[src/rtl/countdown_timer_59.sv]
// Loadable 00-59 seconds countdown timer with 1 Hz prescaler, run/pause and done event.
// Optional macro BLINK_DONE_EN: displays blink "00"/blank while in DONE.
module countdown_timer_59 #(
  parameter int unsigned TICK_DIV = 50000000
) (
  input  logic       clock,
  input  logic       reset,
  input  logic       load,
  input  logic [2:0] set_tens,
  input  logic [3:0] set_ones,
  input  logic       start_stop,
  output logic [3:0] tens,
  output logic [3:0] ones,
  output logic [0:6] seg_tens,
  output logic [0:6] seg_ones,
  output logic       running,
  output logic       done,
  output logic       done_pulse
);

  localparam int unsigned PW = (TICK_DIV > 1) ? $clog2(TICK_DIV) : 1;

  typedef enum logic [1:0] {IDLE, RUN, PAUSE, DONE} state_t;

  state_t        state, state_next;
  logic [PW-1:0] presc, presc_next;
  logic [3:0]    tens_next, ones_next, tens_dec, ones_dec;
  logic          presc_en, presc_wrap, tick, dec_zero, val_zero, done_pulse_next;
  logic          blank_next;

  function automatic logic [0:6] seg7(input logic [3:0] d);
    case (d)
      4'd0:    seg7 = 7'b0000001;
      4'd1:    seg7 = 7'b1001111;
      4'd2:    seg7 = 7'b0010010;
      4'd3:    seg7 = 7'b0000110;
      4'd4:    seg7 = 7'b1001100;
      4'd5:    seg7 = 7'b0100100;
      4'd6:    seg7 = 7'b0100000;
      4'd7:    seg7 = 7'b0001111;
      4'd8:    seg7 = 7'b0000000;
      4'd9:    seg7 = 7'b0000100;
      default: seg7 = 7'b1111111;
    endcase
  endfunction

  // State register
  always_ff @(posedge clock or negedge reset) begin
    if (!reset) state <= IDLE;
    else        state <= state_next;
  end

  assign presc_wrap = (presc == PW'(TICK_DIV - 1));
  assign tick       = (state == RUN) && presc_wrap;
  assign val_zero   = (tens == 4'd0) && (ones == 4'd0);

`ifdef BLINK_DONE_EN
  assign presc_en = (state == RUN) || (state == DONE);
`else
  assign presc_en = (state == RUN);
`endif

  always_comb begin
    tens_dec = tens;
    ones_dec = ones;
    if (ones != 4'd0) begin
      ones_dec = ones - 4'd1;
    end else if (tens != 4'd0) begin
      ones_dec = 4'd9;
      tens_dec = tens - 4'd1;
    end
    dec_zero = (tens_dec == 4'd0) && (ones_dec == 4'd0);
  end

  // Next-state logic; load overrides everything, reaching 00 beats a coincident pause
  always_comb begin
    state_next = state;
    if (load) begin
      state_next = IDLE;
    end else begin
      case (state)
        IDLE:    if (start_stop && !val_zero) state_next = RUN;
        RUN: begin
          if (tick && dec_zero) state_next = DONE;
          else if (start_stop)  state_next = PAUSE;
        end
        PAUSE:   if (start_stop) state_next = RUN;
        DONE:    state_next = DONE;
        default: state_next = IDLE;
      endcase
    end
  end

  // State-decoded outputs
  always_comb begin
    running = (state == RUN);
    done    = (state == DONE);
  end

  always_comb begin
    tens_next       = tens;
    ones_next       = ones;
    presc_next      = presc;
    done_pulse_next = 1'b0;
    if (load) begin
      tens_next  = (set_tens > 3'd5) ? 4'd5 : {1'b0, set_tens};
      ones_next  = (set_ones > 4'd9) ? 4'd9 : set_ones;
      presc_next = '0;
    end else begin
      if (presc_en) presc_next = presc_wrap ? '0 : presc + PW'(1);
      if (tick) begin
        tens_next       = tens_dec;
        ones_next       = ones_dec;
        done_pulse_next = dec_zero;
      end
    end
  end

`ifdef BLINK_DONE_EN
  // First half of each prescaler period shows "00"; DONE entry always lands on presc=0
  assign blank_next = (state_next == DONE) && (32'(presc_next) >= TICK_DIV / 2);
`else
  assign blank_next = 1'b0;
`endif

  always_ff @(posedge clock or negedge reset) begin
    if (!reset) begin
      tens       <= '0;
      ones       <= '0;
      presc      <= '0;
      done_pulse <= 1'b0;
      seg_tens   <= 7'b0000001;
      seg_ones   <= 7'b0000001;
    end else begin
      tens       <= tens_next;
      ones       <= ones_next;
      presc      <= presc_next;
      done_pulse <= done_pulse_next;
      seg_tens   <= blank_next ? 7'b1111111 : seg7(tens_next);
      seg_ones   <= blank_next ? 7'b1111111 : seg7(ones_next);
    end
  end

endmodule
[config.mk]
export PLATFORM = sky130hd
export DESIGN_NAME = countdown_timer_59
export DESIGN_NICKNAME = d
export VERILOG_FILES = /design/src/rtl/countdown_timer_59.sv
export SDC_FILE = /design/constraint.sdc
export NUM_CORES = 1
export LEC_CHECK = 0
export BUFFER_PORTS_ARGS = -buffer_cell sky130_fd_sc_hd__buf_4
export CAP_MARGIN = 20
export CORE_ASPECT_RATIO = 2
export CORE_UTILIZATION = 45
export CTS_BUF_LIST = sky130_fd_sc_hd__clkbuf_4
export DETAILED_ROUTE_END_ITERATION = 10
export GPL_TIMING_DRIVEN = 0
export PLACE_DENSITY = 0.74
export SKIP_LAST_GASP = 1
export SYNTH_ARGS = -nofsm -noshare
export SYNTH_HDL_FRONTEND = slang
export SYNTH_SLANG_ARGS = --single-unit
[constraint.sdc]
create_clock -name clock -period 2.85 [get_ports clock]
set_input_delay 0.4275 -clock clock [delete_from_list [all_inputs] [get_ports clock]]
set_output_delay 0.4275 -clock clock [all_outputs]
set_load 0.05 [all_outputs]
==> impl_metrics.yaml, run 1 <==
synthesis:
  ys_warn_count: 0
  synth_nets: 379
  async_flop_share_pct: 100.0
  synth-seq-cells: 51
  synth_ff_type: "dfrtp_1"
  syn_avg_cell_area_sq_um: 9.238
  synth_edf_count: 0
  synthCells: 355
  synthesis.area_sq_um: 3279
  yosysSeqAreaShare_pct: 38.99
  yosysUniqueCellTypes: 67
sta:
  setup_violations: 0
  finalHoldViolations: 0
  period_minus_slack_ps: 2732
  post-route-period-util_pct: 95.85
  slew_violations: 0
  tightest_slew_ps: 874.3
  max_freq_ghz: 0.3661
  fin_worst_skew_ps: 13.45
  worst_slack_ps: 118.2
  relSlewSlack_pct: 41.18
grt:
  grt_overflow: 0
  grt_max_degree: 52
  grt_pass1_wl_mm: 13.94
  grt_pass1_vias: 2968
  grtUsageTotal_pct: 23.45
  antenna_found_initial: 0
die:
  fp.dieH_um: 122.7
  die_w_um: 62.37
  core_area_sq_um: 6994
  pin_count: 36
  start_util_pct: 46.89
  die_area_sq_um: 7654
  row_count: 43
power_and_ir_drop:
  powerDensity_nw_per_um2: 449.8
  p_total_mw: 1.748
  pwr-share-seq_pct: 45.9
  p_comb_share_pct: 30.4
  power.internal_mw: 1.137
  pwr-share-clk_pct: 23.7
  p_leak_nw: 1.696
  power_switching_share_pct: 34.95
  ir_drop_v: 0.0003776
  p_switching_mw: 0.6110
worst_setup_path:
  crit_path_max_fanout: 7
  worstSetupStartpointType: "flip-flop"
  cp.required_ps: 3120
  arrival_ps: 3010
  path_class: "flip-flop to flip-flop"
  endpoint_kind: "flip-flop"
hold_path:
  min_path_type: "input port to asynchronous set/reset pin"
finish:
  antenna_cells: 0
  layout-drive-gt1-share_pct: 25.74
  area_growth_pct: 18.50
  layout.cells.non_filler: 498
  n_fill_cell: 650
  final_nets: 431
place:
  io_buffers: 34
  place.detailed.hpwl_mm: 5.973
  placed_cells: 479
  place.gp.congestion: 0.9554
  pre_cts_slack_ps: -264.1
clocking:
  cts_max_level: 2
  root_buffer: "clkbuf_4"
  cts_tree: "yes"
  clk_latency_ps: 390
  clockBufferDepth: 2
  cts.clk_slew.worst_paths_ps: 150
  numCtsBuffers: 5
  cts_sinks: 51
routing:
  drt_iter0_drc: 89
  routed_wl_mm: 8.240
  wl_per_cell_um: 16.55
  final_antenna_net_count: 0
  drt_pass1_iterations: 4
  vias_per_cell: 5.769
  remaining_drc_errors: 0
  vias: 2873
job:
  cap_violations: 0
outcome:
  status: "finished clean"
==> power groups by stage <==
stage               sequential [mW]  combinational [mW]  clock (mW)
finish                        0.803               0.531       0.414
global route                  0.810               0.572       0.450
global placement              0.816               0.481           0
detailed placement            0.817               0.488           0
CTS                           0.803               0.501       0.431
floorplan                     0.965               0.189           0
==> timing repair <==
action,in CTS,in global routing
gates cloned,0,0
setup endpoints to repair,12,13
pin swaps,3,2
buffers inserted,2,10
resized for setup,4,10
endpoints found under the hold margin,0,0
hold buffers,0,0
==> cell usage after synthesis, types with 5 or more instances <==
cell	n	share of area, %
nor3_1	15	2.3
a22oi_1	5	1.1
nand3_1	12	1.8
nor2_1	38	4.3
o21ai_0	24	3.7
a21oi_1	20	3.1
nand2_1	24	2.7
inv_1	18	2.1
ha_1	13	5.0
and3_1	6	1.1
dfrtp_1	49	37
nor2b_1	5	0.95
xor2_1	7	1.9
nand4_1	9	1.7
nor4_1	5	0.95
mux2i_1	6	1.8
==> worst max-delay path, stage by stage, from the launching register on <==
cell	delay [ps]
dfrtp_2	450
inv_1	130
ha_4	190
or3b_1	340
clkbuf_4	200
nor3_4	200
a2111oi_2	80
o31ai_2	360
inv_1	130
ha_1	220
mux2i_2	190
a22oi_1	120
==> sequential cells by signal, summed over array words and instances, names as in the netlist <==
signal      flops
seg_tens        7
presc          26
state           2
done_pulse      1
seg_ones        7
ones            4
tens            4
==> cells by family after synthesis <==
group | Yosys count | share of synthesized area (%)
xor+xnor | 9 | 2.404
simple gates | 156 | 27.59
flops | 51 | 38.99
mux | 12 | 4.006
compound gates | 79 | 15.68
fa+ha+maj | 13 | 4.960
buf+inv | 35 | 6.371
==> path summary, 6_finish.rpt <==
kind	start	end	slack, ps	cells after the start
worst min-delay path	reset	presc[2]	30	1
worst max-delay path	ones[0]	seg_ones[3]	120	11
worst max register to register	ones[0]	seg_ones[3]	120	11
max in group asynchronous	reset	tens[0]	2320	1
min in group clock	start_stop	state[0]	310	3
worst min register to register	presc[24]	presc[24]	530	1
==> metal layers <==
layer  track usage, %  share of wire (%)  routed length [um]  vias to the layer above
li1                 -                  -                   -                     1394
met1            23.81                 38                3105                     1378
met2            43.68                 56                4595                       76
met3            3.532                2.7                 222                       25
met4            15.84                3.8                 316                        0
met5                0                  0                   0                        -
==> placed cells by master (no fill, tap or decap), types with 4 or more instances in the layout <==
cell       Yosys  layout
nand4_1        9       9
a31oi_1        4       4
inv_1         18      18
dfrtp_1       49      45
nand3_1       12      12
or2_2          4       4
ha_1          13      12
nor3_1        15      13
clkbuf_4       2       7
buf_4          0      46
o21ai_0       24      24
nor2_1        38      38
mux2_2         4       4
buf_6          4       4
a22oi_1        5       5
a21oi_1       20      20
and2_1         4       4
a2bb2oi_1      4       4
nand2_1       24      24
and3_1         6       6
mux2i_1        6       5
dfrtp_2        0       4
a22o_1         4       4
xor2_1         7       7
nand2b_1       4       4
nor2b_1        5       5
==> area by class of cell <==
class	instances	area, sq um	share of cell area, %
multi-input cells	269	1863	47.94
flip-flops and latches	51	1284	33.03
repair buffers	46	345.3	8.886
plain buffers	15	133.9	3.445
well taps	90	112.6	2.898
inverters	19	71.32	1.835
clock inverters	3	38.79	0.9981
clock buffers	5	37.54	0.9659
==> per-stage QoR <==
step / area (sq um) / utilization, % / TNS, ps / hold slack (ps)
2_1_floorplan: 3284 / - / 0 / 131.9
3_3_place_gp: 3652 / 52.22 / -1067 / 499.6
3_5_place_dp: 3652 / 52.22 / -1602 / 503.9
4_1_cts: 3762 / 53.79 / 0 / 55.28
5_1_grt: 3886 / 55.56 / -139.0 / 84.66
6_report: 3886 / 55.56 / 0 / 26.82
No activity file was read; power rests on OpenSTA's default activity.
==> run 2: changes to the inputs <==
==> constraint.sdc (replaced) <==
create_clock -name clock -period 3.5 [get_ports clock]
set_input_delay 0.525 -clock clock [delete_from_list [all_inputs] [get_ports clock]]
set_output_delay 0.525 -clock clock [all_outputs]
set_load 0.05 [all_outputs]
==> impl_metrics.yaml, run 2 (same netlist as run 1, synthesis figures left out) <==
outcome:
  status: "finished clean"
worst_setup_path:
  endpoint_kind: "flip-flop"
  r2r-end: "seg_ones[3]"
  crit_path_max_fanout: 6
  rr_startpoint: "tens[0]"
  cpLargestDelayFamily: "compound AO/OA/AOI/OAI gates"
  worstRegToRegCells: 11
  cp_cell_sequence: "inv_1 > ha_1 > or3b_1 > clkbuf_1 > nor3_1 > a2111oi_0 > o31ai_1 > inv_1 > ha_1 > mux2i_1 > a22oi_1"
  path_class: "flip-flop to flip-flop"
  path_buf_inv: 3
  arrival_ps: 3400
  critPathMaxStageDelay_ps: 550
  slowest_stage: "o31ai_1"
  r2r_slack_ps: 390
  cp.required_ps: 3790
  worstSetupStartpointType: "flip-flop"
place:
  io_buffers: 34
  place.detailed.hpwl_mm: 6.121
  place.gp.congestion: 0.9242
routing:
  wl_per_cell_um: 16.60
  top_layer: "met4"
  drt_iter0_drc: 93
  wl_met1_mm: 2.917
  final_antenna_net_count: 0
  met2WireLength_mm: 4.460
  routed_wl_mm: 8.082
  drt_pass1_iterations: 4
  vias: 2874
  remaining_drc_errors: 0
  vias_per_cell: 5.901
  met3_length_um: 270
clocking:
  clk_latency_ps: 400
  clockBufferDepth: 2
  cts_tree: "yes"
  numCtsBuffers: 5
  cts_sinks: 51
  cts_max_level: 2
  cts.clk_slew.worst_paths_ps: 160
  root_buffer: "clkbuf_4"
die:
  die_area_sq_um: 7654
  pin_count: 36
  core_area_sq_um: 6994
  row_count: 43
  fp.dieH_um: 122.7
  die_w_um: 62.37
  start_util_pct: 46.89
finish:
  fin_util_pct: 53.38
  n_fill_cell: 674
  multiInputGateArea_sq_um: 1797
  area_growth_pct: 13.85
  final_common_cell: "dfrtp_1"
  largest_register: "presc"
  layout-drive-gt1-share_pct: 20.65
  antenna_cells: 0
  ff_latch_area_sq_um: 1279
  largest_reg_flops: 26
  reg_top3: "presc: 26 flops, seg_ones: 7 flops, seg_tens: 7 flops"
  final_nets: 420
  final_cell_mix: "49 x dfrtp_1, 38 x nor2_1, 34 x buf_4"
sta:
  tightest_slew_ps: 841.6
  fin_worst_skew_ps: 13.25
  tns_ps: 0
  finalHoldViolations: 0
  period_minus_slack_ps: 3108
  post-route-period-util_pct: 88.79
  slew_violations: 0
  setup_violations: 0
  max_freq_ghz: 0.3218
  relSlewSlack_pct: 43.38
  grt_setup_unrepaired: "no"
power_and_ir_drop:
  ir_drop_v: 0.0002986
  powerDensity_nw_per_um2: 375.6
  p_leak_nw: 1.623
grt:
  grt_max_degree: 52
  grt_overflow: 0
  grtUsageTotal_pct: 22.44
  antenna_found_initial: 0
  grt_pass1_vias: 2911
  grt_pass1_wl_mm: 13.31
hold_path:
  min_path_type: "input port to asynchronous set/reset pin"
job:
  cap_violations: 0
[run 2: layout make-up]
class | instances | area share, %
buffer | 16 | 3.686
clock buffer | 5 | 1.005
clock inverter | 3 | 1.173
inverter | 19 | 1.910
multi-input combinational | 269 | 48.12
sequential | 51 | 34.25
tap | 90 | 3.016
timing repair buffer | 34 | 6.836
[run 2: how the worst max path moves through the flow]
stage	start	end	slack, ps	depth (start not counted)
final	tens[0]	seg_ones[3]	390	11
after global placement	tens[0]	seg_tens[5]	370	11
after detailed placement	tens[0]	seg_tens[5]	310	11
after CTS	tens[0]	seg_tens[5]	270	11
after global routing	tens[0]	seg_ones[3]	110	11
after floorplan	tens[0]	seg_tens[4]	500	11
[run 2: through the flow]
step	instances	instance area [sq um]	hold WS (ps)	worst slack [ps]	power [mW]
after global routing	487	3734	186.7	110.4	1.464
final	487	3734	137.3	392.4	1.402
after detailed placement	479	3647	523.5	309.6	1.062
after global placement	479	3647	510.3	374.9	1.055
after floorplan	355	3279	229.4	504.9	0.9390
after CTS	487	3729	149.4	268.4	1.413
[run 2: report_power, final]
| part | switching [mW] | internal, mW |
|---|---|---|
| clock network | 0.201 | 0.151 |
| logic | 0.269 | 0.127 |
| registers | 0.0244 | 0.629 |
| total | 0.495 | 0.907 |
[run 2: repair_timing]
action                                  4_1_cts  5_1_grt
gates resized for setup                       0        1
hold buffers                                  0        0
endpoints found under the setup margin        0        1
buffers inserted                              0        0
[run 2: metal layers]
layer	up-vias	global-route usage (%)
li1	1375	-
met1	1372	21.48
met2	96	43.61
met3	31	2.602
met4	0	15.70
met5	-	0
